`src/rtl/cnt_seq_pkg.sv`:
```
// Shared types and default sizing for the up/down counter sequencer.
package cnt_seq_pkg;
    localparam int W_DEF       = 10;
    localparam int TIMEOUT_DEF = 4096;

    typedef enum logic [1:0] {IDLE, RUN_UP, RUN_DN, FINISH} state_e;
    typedef enum logic {SEEK, BOUNCE} op_e;
    typedef enum logic [1:0] {ST_OK, ST_ABORT, ST_TIMEOUT} status_e;
endpackage

```
`src/rtl/cnt_seq_watchdog.sv`:
```
// Run-time watchdog: counts enabled cycles after a clear and flags when TIMEOUT is reached.
module cnt_seq_watchdog #(
    parameter int TIMEOUT = 4096
) (
    input  logic clk,
    input  logic rst,
    input  logic clear,
    input  logic enable,
    output logic expired
);
    localparam int CW = $clog2(TIMEOUT + 1);

    logic [CW-1:0] count;

    assign expired = (count == CW'(TIMEOUT));

    // Saturates at TIMEOUT so a stalled controller keeps seeing expired.
    always_ff @(posedge clk or posedge rst) begin
        if (rst) begin
            count <= '0;
        end else if (clear) begin
            count <= '0;
        end else if (enable && !expired) begin
            count <= count + 1'b1;
        end
    end
endmodule

```
`src/rtl/cnt_seq_ctrl.sv`:
```
// Sequencer driving a free-running up/down counter through SEEK and BOUNCE commands.
// Handshake: a command transfers on a posedge where cmd_valid && cmd_ready; cmd_ready is high only in IDLE.
module cnt_seq_ctrl
    import cnt_seq_pkg::*;
#(
    parameter int W       = W_DEF,
    parameter int TIMEOUT = TIMEOUT_DEF
) (
    input  logic         clk,
    input  logic         rst,
    input  logic         cmd_valid,
    output logic         cmd_ready,
    input  logic         cmd_op,
    input  logic [W-1:0] cmd_target,
    input  logic [3:0]   cmd_reps,
    input  logic         abort,
    input  logic [W-1:0] cnt_q,
    output logic         cnt_rst,
    output logic         cnt_mode,
    output logic         busy,
    output logic         done,
    output logic [1:0]   done_status,
    output logic [1:0]   dbg_state
);
    localparam logic [W-1:0] HALF = {1'b1, {(W-1){1'b0}}};

    state_e       state, state_d;
    status_e      status_q, status_d;
    op_e          op_q;
    logic [W-1:0] tgt_q;
    logic [3:0]   reps_q, reps_d;
    logic         accept;
    logic         wd_en;
    logic         wd_expired;

    cnt_seq_watchdog #(.TIMEOUT(TIMEOUT)) u_watchdog (
        .clk    (clk),
        .rst    (rst),
        .clear  (accept),
        .enable (wd_en),
        .expired(wd_expired)
    );

    always_ff @(posedge clk or posedge rst) begin
        if (rst) begin
            state    <= IDLE;
            status_q <= ST_OK;
            op_q     <= SEEK;
            tgt_q    <= '0;
            reps_q   <= 4'd1;
        end else begin
            state    <= state_d;
            status_q <= status_d;
            reps_q   <= reps_d;
            if (accept) begin
                op_q  <= op_e'(cmd_op);
                tgt_q <= cmd_target;
            end
        end
    end

    // cnt_rst/cnt_mode react to cnt_q in the same cycle so the counter stops exactly on target.
    always_comb begin
        state_d  = state;
        status_d = status_q;
        reps_d   = reps_q;
        accept   = 1'b0;
        wd_en    = 1'b0;
        cnt_rst  = 1'b1;
        cnt_mode = 1'b1;
        unique case (state)
            IDLE: begin
                if (cmd_valid) begin
                    accept = 1'b1;
                    reps_d = (cmd_reps == 4'd0) ? 4'd1 : cmd_reps;
                    if (cmd_op == BOUNCE || cmd_target <= HALF) state_d = RUN_UP;
                    else                                         state_d = RUN_DN;
                end
            end
            RUN_UP: begin
                cnt_rst = 1'b0;
                wd_en   = 1'b1;
                if (abort) begin
                    cnt_rst  = 1'b1;
                    status_d = ST_ABORT;
                    state_d  = FINISH;
                end else if (cnt_q == tgt_q) begin
                    if (op_q == SEEK || tgt_q == '0) begin
                        cnt_rst  = 1'b1;
                        status_d = ST_OK;
                        state_d  = FINISH;
                    end else begin
                        cnt_mode = 1'b0;
                        state_d  = RUN_DN;
                    end
                end else if (wd_expired) begin
                    cnt_rst  = 1'b1;
                    status_d = ST_TIMEOUT;
                    state_d  = FINISH;
                end
            end
            RUN_DN: begin
                cnt_rst  = 1'b0;
                cnt_mode = 1'b0;
                wd_en    = 1'b1;
                if (abort) begin
                    cnt_rst  = 1'b1;
                    status_d = ST_ABORT;
                    state_d  = FINISH;
                end else if ((op_q == SEEK && cnt_q == tgt_q) || (op_q == BOUNCE && cnt_q == '0)) begin
                    if (op_q == BOUNCE && reps_q > 4'd1) begin
                        cnt_mode = 1'b1;
                        reps_d   = reps_q - 4'd1;
                        state_d  = RUN_UP;
                    end else begin
                        cnt_rst  = 1'b1;
                        status_d = ST_OK;
                        state_d  = FINISH;
                    end
                end else if (wd_expired) begin
                    cnt_rst  = 1'b1;
                    status_d = ST_TIMEOUT;
                    state_d  = FINISH;
                end
            end
            FINISH: begin
                state_d = IDLE;
            end
            default: state_d = IDLE;
        endcase
    end

    assign cmd_ready   = (state == IDLE);
    assign busy        = (state == RUN_UP) || (state == RUN_DN) || (state == FINISH);
    assign done        = (state == FINISH);
    assign done_status = (state == FINISH) ? status_q : ST_OK;
    assign dbg_state   = state;
endmodule
```
`config.mk`:
```
export PLATFORM = sky130hd
export DESIGN_NAME = cnt_seq_ctrl
export DESIGN_NICKNAME = d
export VERILOG_FILES = /design/src/rtl/cnt_seq_pkg.sv /design/src/rtl/cnt_seq_watchdog.sv /design/src/rtl/cnt_seq_ctrl.sv
export SDC_FILE = /design/constraint.sdc
export NUM_CORES = 1
export LEC_CHECK = 0
export BUFFER_PORTS_ARGS = -buffer_cell sky130_fd_sc_hd__buf_2
export CAP_MARGIN = 20
export CORE_MARGIN = 2
export CORE_UTILIZATION = 33
export CTS_CLUSTER_SIZE = 30
export DETAILED_ROUTE_END_ITERATION = 8
export PLACE_DENSITY_LB_ADDON = 0.2
export REMOVE_ABC_BUFFERS = 1
export SYNTH_ARGS = -nofsm -noshare
export SYNTH_HDL_FRONTEND = slang
export SYNTH_SLANG_ARGS = --single-unit
```
`constraint.sdc`:
```
create_clock -name clk -period 2.05 [get_ports clk]
set_input_delay 0.41 -clock clk [delete_from_list [all_inputs] [get_ports clk]]
set_output_delay 0.41 -clock clk [all_outputs]
set_load 0.02 [all_outputs]
```
==> flow_summary.ini, run 1 <==
[setup_path]
cp.arrival_ps = 2000
slowest_delay_ps = 400
slowest_stage = dfrtp_1
reg2reg_depth = 7
worstPathMaxFanout = 2
worstPathRequired_ps = 1640
worst-path-buf-inv = 2
crit_family = simple AND/OR/NAND/NOR gates
crit_cells = 7
crit_chain = buf_6 -> xnor2_2 -> nand4_1 -> nor3_2 -> mux2i_1 -> a211o_1 -> buf_6
crit_top_cell = buf_6
critPathCaptureType = primary output
crit_type = reg2out
startpoint_type = register

[global_routing]
grt_pass1_wl_um = 9390
grt_pass1_vias = 1954
antenna_found_initial = 0
overflow = 0
grt_usage_pct = 16.8
grt_max_degree = 25

[final_layout]
stdcell_count = 395
post-route-util_pct = 47.1
layout-drive-gt1-share_pct = 33.8
final_nets = 357
antenna_cells = 0
synthToLayoutAreaGrowth_pct = 36.2

[routing]
drt_wl_total_um = 5490
via_per_inst = 5.04
via_count = 1989
drtPass1Iterations = 4
post-route-drc-count = 0
drtIter0Drc = 77
wl_per_cell_um = 13.9
ant_nets = 0

[yosys]
synth_top_family_by_area = simple AND/OR/NAND/NOR gates
post_synth.cell_area_avg_um2 = 8.65
synthFlopType = dfrtp_1
yosysTopAreaCell = dfrtp_1
yosys.area_share.simple_pct = 30.5
async_reset_ff_share_pct = 100
yosysWarningCount = 0
synth-xor-area-share_pct = 9.24
synth.mux.area_fraction_pct = 0.960
synthAdderAreaFrac_pct = 5.40
synth-compound-area-share_pct = 11.9
ys_seq_elements = 32
synth_area_leaders = dfrtp_1 37%, nand2_1 8.1%, xnor2_1 7.1%
netlist_instances = 241
yosysSeqAreaShare_pct = 38.5
ys_types = 49
synth_edf_count = 0
synth.cell_area_mm2 = 0.00209
synth_top_area_share_pct = 37.2

[die]
start_util_pct = 34.6
row_count = 28
die_x_um = 83.5
fp.coreArea_mm2 = 0.00603
die_h_um = 83.5
io_pins = 38
dieArea_mm2 = 0.00697

[power_and_ir_drop]
p_total_mw = 3.82
ir_drop_v = 0.000726
power.density_mw_per_mm2 = 1340
leakage_nw = 1.37

[sta]
grt_setup_unrepaired = yes
tightest_slew_ps = 554
finalMaxSlewViolations = 0
fin_crit_sh_pct = 118
final-hold-violation-count = 0
setup-violations-final = 2
maxSlewHeadroom_pct = 63.1
holdWs_ps = 156
finClkSkew_ps = 17.3
fmax_mhz = 414
layout_min_cycle_time_ps = 2410
finalSetupTns_ps = -717
fin_ws_ps = -363

[job]
cap_violations = 0

[clocking]
root_buffer = clkbuf_8
cts_tree = done
clk_pin_slew_ps = 80
cts_sinks = 32
cts-htree-levels = 2
hold_buffers = 0
clkLatencyLatePin_ps = 290
clock_path_buffers = 2
cts_buffers = 5

[placed_design]
place.port_buffers = 37
gp_congestion = 0.785
dp_cells = 387
post-dp-hpwl_um = 4290

[worst_hold_path]
hp-class = in2async

[outcome]
status = finished, violations left
violations = setup timing
-- stage by stage --
step	worst slack, ps	area (µm²)
2_1_floorplan	-218	2050
3_3_place_gp	-103	2670
3_5_place_dp	-133	2670
4_1_cts	-381	2790
5_1_grt	-466	2840
6_report	-363	2840
-- state kept, by name, indices dropped and copies added, names as in the netlist --
name	count
u_watchdog.count	13
tgt_q	10
reps_q	4
dbg_state	2
status_q	2
op_q	1
-- placed cells by master, fill, tap and decap left out, types with 2 or more instances in the layout --
cell type / count
dfrtp_1: 31
nand2b_1: 4
buf_4: 39
mux2i_1: 2
nand4_1: 4
nor4b_1: 2
a21oi_1: 4
nor2_2: 3
xor2_1: 5
o32a_1: 2
nand2_1: 45
ha_1: 7
nand3_1: 9
a31o_1: 2
o311ai_1: 2
xnor2_1: 14
and3_1: 7
nor2_1: 21
inv_1: 10
or4_4: 2
xnor2_2: 3
nor4_2: 2
nor3b_1: 2
o21ai_0: 5
a31oi_1: 4
clkbuf_8: 5
ha_2: 2
nor3_1: 6
buf_6: 5
and2_1: 4
o21ai_1: 2
nor3_2: 2
nor4_1: 4
buf_2: 35
-- worst register-to-register path, delay by kind of cell, from the launching register on --
family / cells / cell delay [ps]
AOI/OAI and AO/OA: 3 / 600
and+or+nand+nor: 2 / 590
DFF: 1 / 380
buffers and inverters: 2 / 290
-- path summary, 6_finish.rpt --
kind,slack (ps),end,from
hold reg to reg,520,status_q[1],status_q[1]
setup / recovery,-360,cnt_rst,tgt_q[1]
max in group asynchronous,1400,tgt_q[5],rst
setup reg to reg,130,dbg_state[0],tgt_q[6]
hold / removal,160,u_watchdog.count[9],rst
min in group clk,320,tgt_q[8],cmd_target[8]
-- cell type report --
cell class	instances	area, µm²
Inverter	10	37.5
Multi-Input combinational cell	190	1250
Sequential cell	32	802
Fill cell	603	3190
Tap cell	75	93.8
Clock inverter	2	35.0
Clock buffer	6	72.6
Timing Repair Buffer	80	544
-- power breakdown --
part / total [mW] / switching [mW] / internal, mW
Combinational: 2.19 / 1.12 / 1.07
Sequential: 1.02 / 0.178 / 0.839
Clock: 0.613 / 0.252 / 0.361
-- routing by layer --
metal / track usage, % / wire [µm] / part of all wire (%) / up-vias
met3: 3.07 / 271 / 4.9 / 7
met4: 6.45 / 83 / 1.5 / 0
met2: 24.4 / 2370 / 43 / 50
li1: - / - / - / 994
met5: 0 / 0 / 0 / -
met1: 24.8 / 2760 / 50 / 938
-- what timing repair did --
item                                    in CTS  in global routing
endpoints found under the hold margin        0                  0
resized for setup                            8                  9
setup buffers                                0                  1
endpoints found under the setup margin       4                  9
pin swaps                                    6                  6
-- cell usage after synthesis, types with 2 or more instances --
master    number
nand2_1       45
dfrtp_1       31
nor2_1        23
xnor2_1       17
inv_1         10
ha_1           9
nand3_1        9
clkbuf_1       8
and3_1         7
nor3_1         7
o21ai_0        6
xor2_1         5
a21oi_1        4
a31oi_1        4
and2_1         4
nand2b_1       4
nand4_1        4
nor4_1         4
nor4b_1        3
a31o_1         2
mux2i_1        2
nor3b_1        2
nor4_2         2
o311ai_1       2
o32a_1         2
or4_4          2
-- cells by family after synthesis --
logic type	Yosys count
simple gates	125
compound gates	32
fa+ha+maj	9
xor+xnor	22
mux	2
flops	32
buf+inv	19
No activity file was read; power rests on OpenSTA's default activity.
==> run 2: changes to the inputs <==
SYNTH_HIERARCHICAL = 1   (was unset)
==> run 2 against run 1 <==
The run still ends with setup timing left. Global-route usage fell by 0.47 points. Die area rose by 2.9%. Clock power fell by 16%. Worst setup slack got worse by 78 ps. Critical path type unchanged. Largest cell class unchanged. Highest routed layer unchanged.
==> flow_summary.ini, run 2 <==
[outcome]
status = finished, violations left
violations = setup timing

[global_routing]
grt_max_degree = 20
grt_usage_pct = 16.4
overflow = 0
antenna_found_initial = 0
grt_pass1_wl_um = 9540
grt_pass1_vias = 2089

[final_layout]
final_nets = 346
n_fill_cell = 664
layout-drive-gt1-share_pct = 40.5
largest_reg_flops = 13
mostFrequentLayoutCells = 50 x buf_4, 35 x buf_2, 31 x dfrtp_1
top_register = u_watchdog/count
synthToLayoutAreaGrowth_pct = 35.2
top_regs = u_watchdog/count: 13 flops, tgt_q: 10 flops, reps_q: 4 flops
layout_commonest_cell = buf_4
antenna_cells = 0

[setup_path]
cp.arrival_ps = 2080
startpoint_type = register
crit_type = reg2out
worstPathMaxFanout = 3
critPathCaptureType = primary output
crit_chain = or4_4 -> o41ai_4 -> mux2i_1 -> o2111ai_1 -> buf_4
worst-path-buf-inv = 1
crit_family = compound AO/OA/AOI/OAI gates
worstPathRequired_ps = 1640
slowest_delay_ps = 550
slowest_stage = or4_4

[power_and_ir_drop]
power.density_mw_per_mm2 = 1190
ir_drop_v = 0.000517
leakage_nw = 1.34

[routing]
via_count = 1995
drtPass1Iterations = 4
ant_nets = 0
wl_met1_um = 2560
wl_met3_um = 157
via_per_inst = 5.17
wl_per_cell_um = 14.3
drtIter0Drc = 57
post-route-drc-count = 0
routed.top_layer = met4
met2_length_um = 2780
drt_wl_total_um = 5510

[yosys]
synthTopCellsByCount = 31 x dfrtp_1, 15 x inv_1, 14 x a21oi_1
yosysSeqAreaShare_pct = 37.3
ys_seq_elements = 32
synth_edf_count = 0
post_synth.cell_area_avg_um2 = 9.68
yosysTopAreaCell = dfrtp_1
yosysMostFrequentCell = dfrtp_1
ys_types = 58
synth_area_leaders = dfrtp_1 36%, mux2_2 5.8%, ha_1 5.2%
synthFlopType = dfrtp_1
netlist_instances = 222
synth_top_area_share_pct = 36.1
yosysWarningCount = 6
async_reset_ff_share_pct = 100
synth.cell_area_mm2 = 0.00215

[sta]
grt_setup_unrepaired = yes
fmax_mhz = 402
fin_crit_sh_pct = 121
layout_min_cycle_time_ps = 2490
final-hold-violation-count = 0
tightest_slew_ps = 534
finClkSkew_ps = 9.17
finalSetupTns_ps = -778
maxSlewHeadroom_pct = 64.4
setup-violations-final = 2
finalMaxSlewViolations = 0
fin_ws_ps = -441

[clocking]
clk_pin_slew_ps = 80
clkLatencyLatePin_ps = 290
cts-htree-levels = 2
cts_tree = done
cts_buffers = 5
cts_sinks = 32
clock_path_buffers = 2
hold_buffers = 0
root_buffer = clkbuf_8

[placed_design]
gp_congestion = 0.839
post-dp-hpwl_um = 4290
pre_cts_ws_ps = -150
place.port_buffers = 37

[die]
die_h_um = 84.7
io_pins = 38
fp.coreArea_mm2 = 0.00631
row_count = 29
die_x_um = 84.7
dieArea_mm2 = 0.00718
start_util_pct = 34.0

[job]
cap_violations = 0

[worst_hold_path]
hp-class = in2async
-- run 2: cell count changes after synthesis, sizes merged, moves of 4 or more --
cell   change
nand2     -35
o22a       +4
mux2      +11
inv        +5
or3        +4
nand4      +6
and3       -5
a21oi     +10
xnor2      -7
nor2      -13
-- run 2: cell type report --
cell class	count	area (µm²)	area share, %
clock buffer	6	82.6	2.84
clock inverter	2	10.0	0.344
inverter	15	56.3	1.94
multi-input combinational	167	1290	44.3
sequential	32	802	27.6
tap	77	96.3	3.31
timing repair buffer	87	573	19.7
-- run 2: through the flow --
| step | std cells | hold slack, ps | instance area (µm²) | total power, mW | util (%) |
|---|---|---|---|---|---|
| 5_1_grt | 386 | 166 | 2910 | 3.75 | 46.0 |
| 3_5_place_dp | 375 | 469 | 2740 | 2.87 | 43.5 |
| 6_report | 386 | 146 | 2910 | 3.47 | 46.0 |
| 3_3_place_gp | 375 | 463 | 2740 | 2.84 | 43.5 |
| 4_1_cts | 383 | 149 | 2850 | 3.44 | 45.1 |
| 2_1_floorplan | 214 | 287 | 2110 | 2.14 | - |
-- run 2: final timing paths --
check,start,end,slack [ps],depth (start not counted)
max in group asynchronous,rst,u_watchdog/count[3],1530,2
max reg2reg,tgt_q[8],status_q[1],100,6
min in group clk,cmd_target[4],tgt_q[4],360,2
min,rst,tgt_q[2],150,3
max,tgt_q[8],cnt_rst,-440,5
min reg2reg,reps_q[3],reps_q[3],510,1
-- run 2: what timing repair did --
action                                  in CTS  in global routing
buffers inserted                             0                  3
endpoints found under the setup margin       2                  3
endpoints found under the hold margin        0                  0
pin swaps                                    1                  7
gates resized for setup                      4                  6
-- run 2: worst register-to-register path, cell delays in order, from the launching register on --
cell and delay, ps:
dfrtp_1 380, or4_4 550, o41ai_4 350, buf_4 180, nor2_2 50, a211oi_2 240
a2bb2oi_2 140
-- run 2: metal layers --
layer	track usage, %	vias up
li1	-	1011
met1	20.1	955
met2	29.1	27
met3	3.54	2
met4	3.90	0
met5	0	-
-- run 2: power breakdown --
part           total, mW  leakage (nW)  internal (mW)  switching (mW)
registers          0.998         0.398          0.843           0.155
logic               1.95         0.889          0.978           0.975
clock network      0.515        0.0510          0.268           0.247
-- run 2: cells by family (layout without fill, tap and decap cells) --
kind of cell               after synthesis  count (layout)  share of synthesized area (%)
muxes                                   13              13                           6.69
adders and majority gates                9               9                           5.24
AOI/OAI and AO/OA                       53              53                           18.7
buffers and inverters                   23             110                           4.48
and+or+nand+nor                         80              80                           22.7
DFF                                     32              32                           37.3
xor gates and xnor gates                12              12                           4.89
==> run 3: changes to the inputs <==
SETUP_SLACK_MARGIN = 0.1   (was unset)
==> run 3 against run 2 <==
The run still ends with setup timing left. Power grew 0.90%. Clock power hardly changed. Highest routed layer unchanged. Routed wire length is 0.60% higher. Critical path depth unchanged. Via count grew 0.95%. Cell area grew 1.7%. Worst setup slack lost 3.2 ps. Sequential cell count is the same. Critical endpoint unchanged. Sequential share of layout area fell by 0.47 points. Critical path type unchanged. Combinational power is 2% higher. Worst hold slack gained 3.6 ps. Register-to-register slack gained 30 ps.
==> flow_summary.ini, run 3 (synthesis results as in run 2) <==
[outcome]
status = finished, violations left
violations = setup timing

[clocking]
cts_tree = done
root_buffer = clkbuf_8
clkLatencyLatePin_ps = 290
hold_buffers = 0
cts_sinks = 32
clk_pin_slew_ps = 80
cts_buffers = 5
cts-htree-levels = 2
clock_path_buffers = 2

[sta]
fin_crit_sh_pct = 122
finClkSkew_ps = 10.4
setup-violations-final = 2
grt_setup_unrepaired = yes
tightest_slew_ps = 527
finalSetupTns_ps = -788
final-hold-violation-count = 0
fmax_mhz = 401
layout_min_cycle_time_ps = 2490
holdWs_ps = 149
finalMaxSlewViolations = 0
maxSlewHeadroom_pct = 64.9
fin_ws_ps = -444

[routing]
via_count = 2014
ant_nets = 0
drtIter0Drc = 63
drt_wl_total_um = 5540
via_per_inst = 5.16
drtPass1Iterations = 4
wl_per_cell_um = 14.2
post-route-drc-count = 0

[placed_design]
dp_cells = 375
place_area_mm2 = 0.00274
post-dp-hpwl_um = 4290
gp_congestion = 0.839
place.port_buffers = 37
pre_cts_ws_ps = -150

[power_and_ir_drop]
pwr-share-clk_pct = 14.7
p_total_mw = 3.50
p_comb_share_pct = 56.8
power.density_mw_per_mm2 = 1180
seq_power_share_pct = 28.5
leakage_nw = 1.36
p_sw_mw = 1.39
p_int_mw = 2.11
switching_share_pct = 39.7
ir_drop_v = 0.000517

[global_routing]
grt_pass1_wl_um = 9560
grt_usage_pct = 16.4
antenna_found_initial = 0
grt_max_degree = 20
grt_pass1_vias = 2090
overflow = 0

[die]
fp.coreArea_mm2 = 0.00631
start_util_pct = 34.0
row_count = 29
die_h_um = 84.7
dieArea_mm2 = 0.00718
die_x_um = 84.7
io_pins = 38

[final_layout]
mostFrequentLayoutCells = 54 x buf_4, 35 x buf_2, 31 x dfrtp_1
antenna_cells = 0
top_register = u_watchdog/count
post-route-util_pct = 46.8
final_area_mm2 = 0.00296
stdcell_count = 390
largest_reg_flops = 13
synthToLayoutAreaGrowth_pct = 37.5
top_regs = u_watchdog/count: 13 flops, tgt_q: 10 flops, reps_q: 4 flops
layout-drive-gt1-share_pct = 42.8
layout_commonest_cell = buf_4
final_nets = 350

[setup_path]
worst-path-buf-inv = 1
critPathCaptureType = primary output
worstPathMaxFanout = 3
crit_type = reg2out
crit_family = compound AO/OA/AOI/OAI gates
crit_chain = or4_4 -> o41ai_4 -> mux2i_1 -> o2111ai_1 -> buf_4
slowest_delay_ps = 550
worstPathRequired_ps = 1640
startpoint_type = register
cp.arrival_ps = 2080
slowest_stage = or4_4

[worst_hold_path]
hp-class = in2async

[job]
cap_violations = 0
[run 3: cell count changes in the layout (fill, tap and decap cells not counted)]
| cell | delta |
|---|---|
| ha_2 | +1 |
| and2_2 | +1 |
| nor4b_1 | -1 |
| nor2_1 | -2 |
| and2_1 | -1 |
| ha_1 | -1 |
| buf_4 | +4 |
| nor4b_2 | +1 |
| nor2_2 | +1 |
| nor2_4 | +1 |
[run 3: per-layer routing]
metal,wire (µm),track usage (%),vias to the layer above,part of all wire [%]
li1,-,-,1019,-
met1,2540,20.2,964,46
met2,2830,29.1,29,51
met3,157,3.54,2,2.8
met4,15,3.90,0,0.27
met5,0,0,-,0
[run 3: timing repair]
item                                    CTS  global route
endpoints found under the setup margin    3            13
setup buffers                             0             7
gates resized for setup                   5            11
pin swaps                                 2            10
[run 3: worst paths after layout]
kind	slack (ps)	to	cells past startpoint	startpoint
min	150	tgt_q[2]	3	rst
min reg2reg	510	reps_q[3]	1	reps_q[3]
max reg2reg	130	status_q[1]	6	tgt_q[8]
min in group clk	360	tgt_q[4]	2	cmd_target[4]
max in group asynchronous	1540	u_watchdog/count[3]	2	rst
max	-440	cnt_rst	5	tgt_q[8]
[run 3: final cells by class]
class / instances / area, µm²
fill: 663 / 3360
inverter: 15 / 56.3
multi-input combinational: 167 / 1310
tap: 77 / 96.3
clock buffer: 6 / 82.6
timing repair buffer: 91 / 603
clock inverter: 2 / 10.0
sequential: 32 / 802
[run 3: worst reg2reg max path, cell delays in order, from the launching register on]
cell and delay, ps:
dfrtp_1 380, or4_4 550, o41ai_4 350, buf_4 190, nor2_4 40, a211oi_2 200
a2bb2oi_2 140
[run 3: power by group through the flow]
stage	clock network [mW]	logic, mW	registers (mW)
5_1_grt	0.568	2.19	1.03
3_5_place_dp	0	1.86	1.00
3_3_place_gp	0	1.84	1.00
4_1_cts	0.540	1.91	0.999
2_1_floorplan	0	1.08	1.06
6_report	0.512	1.99	0.997
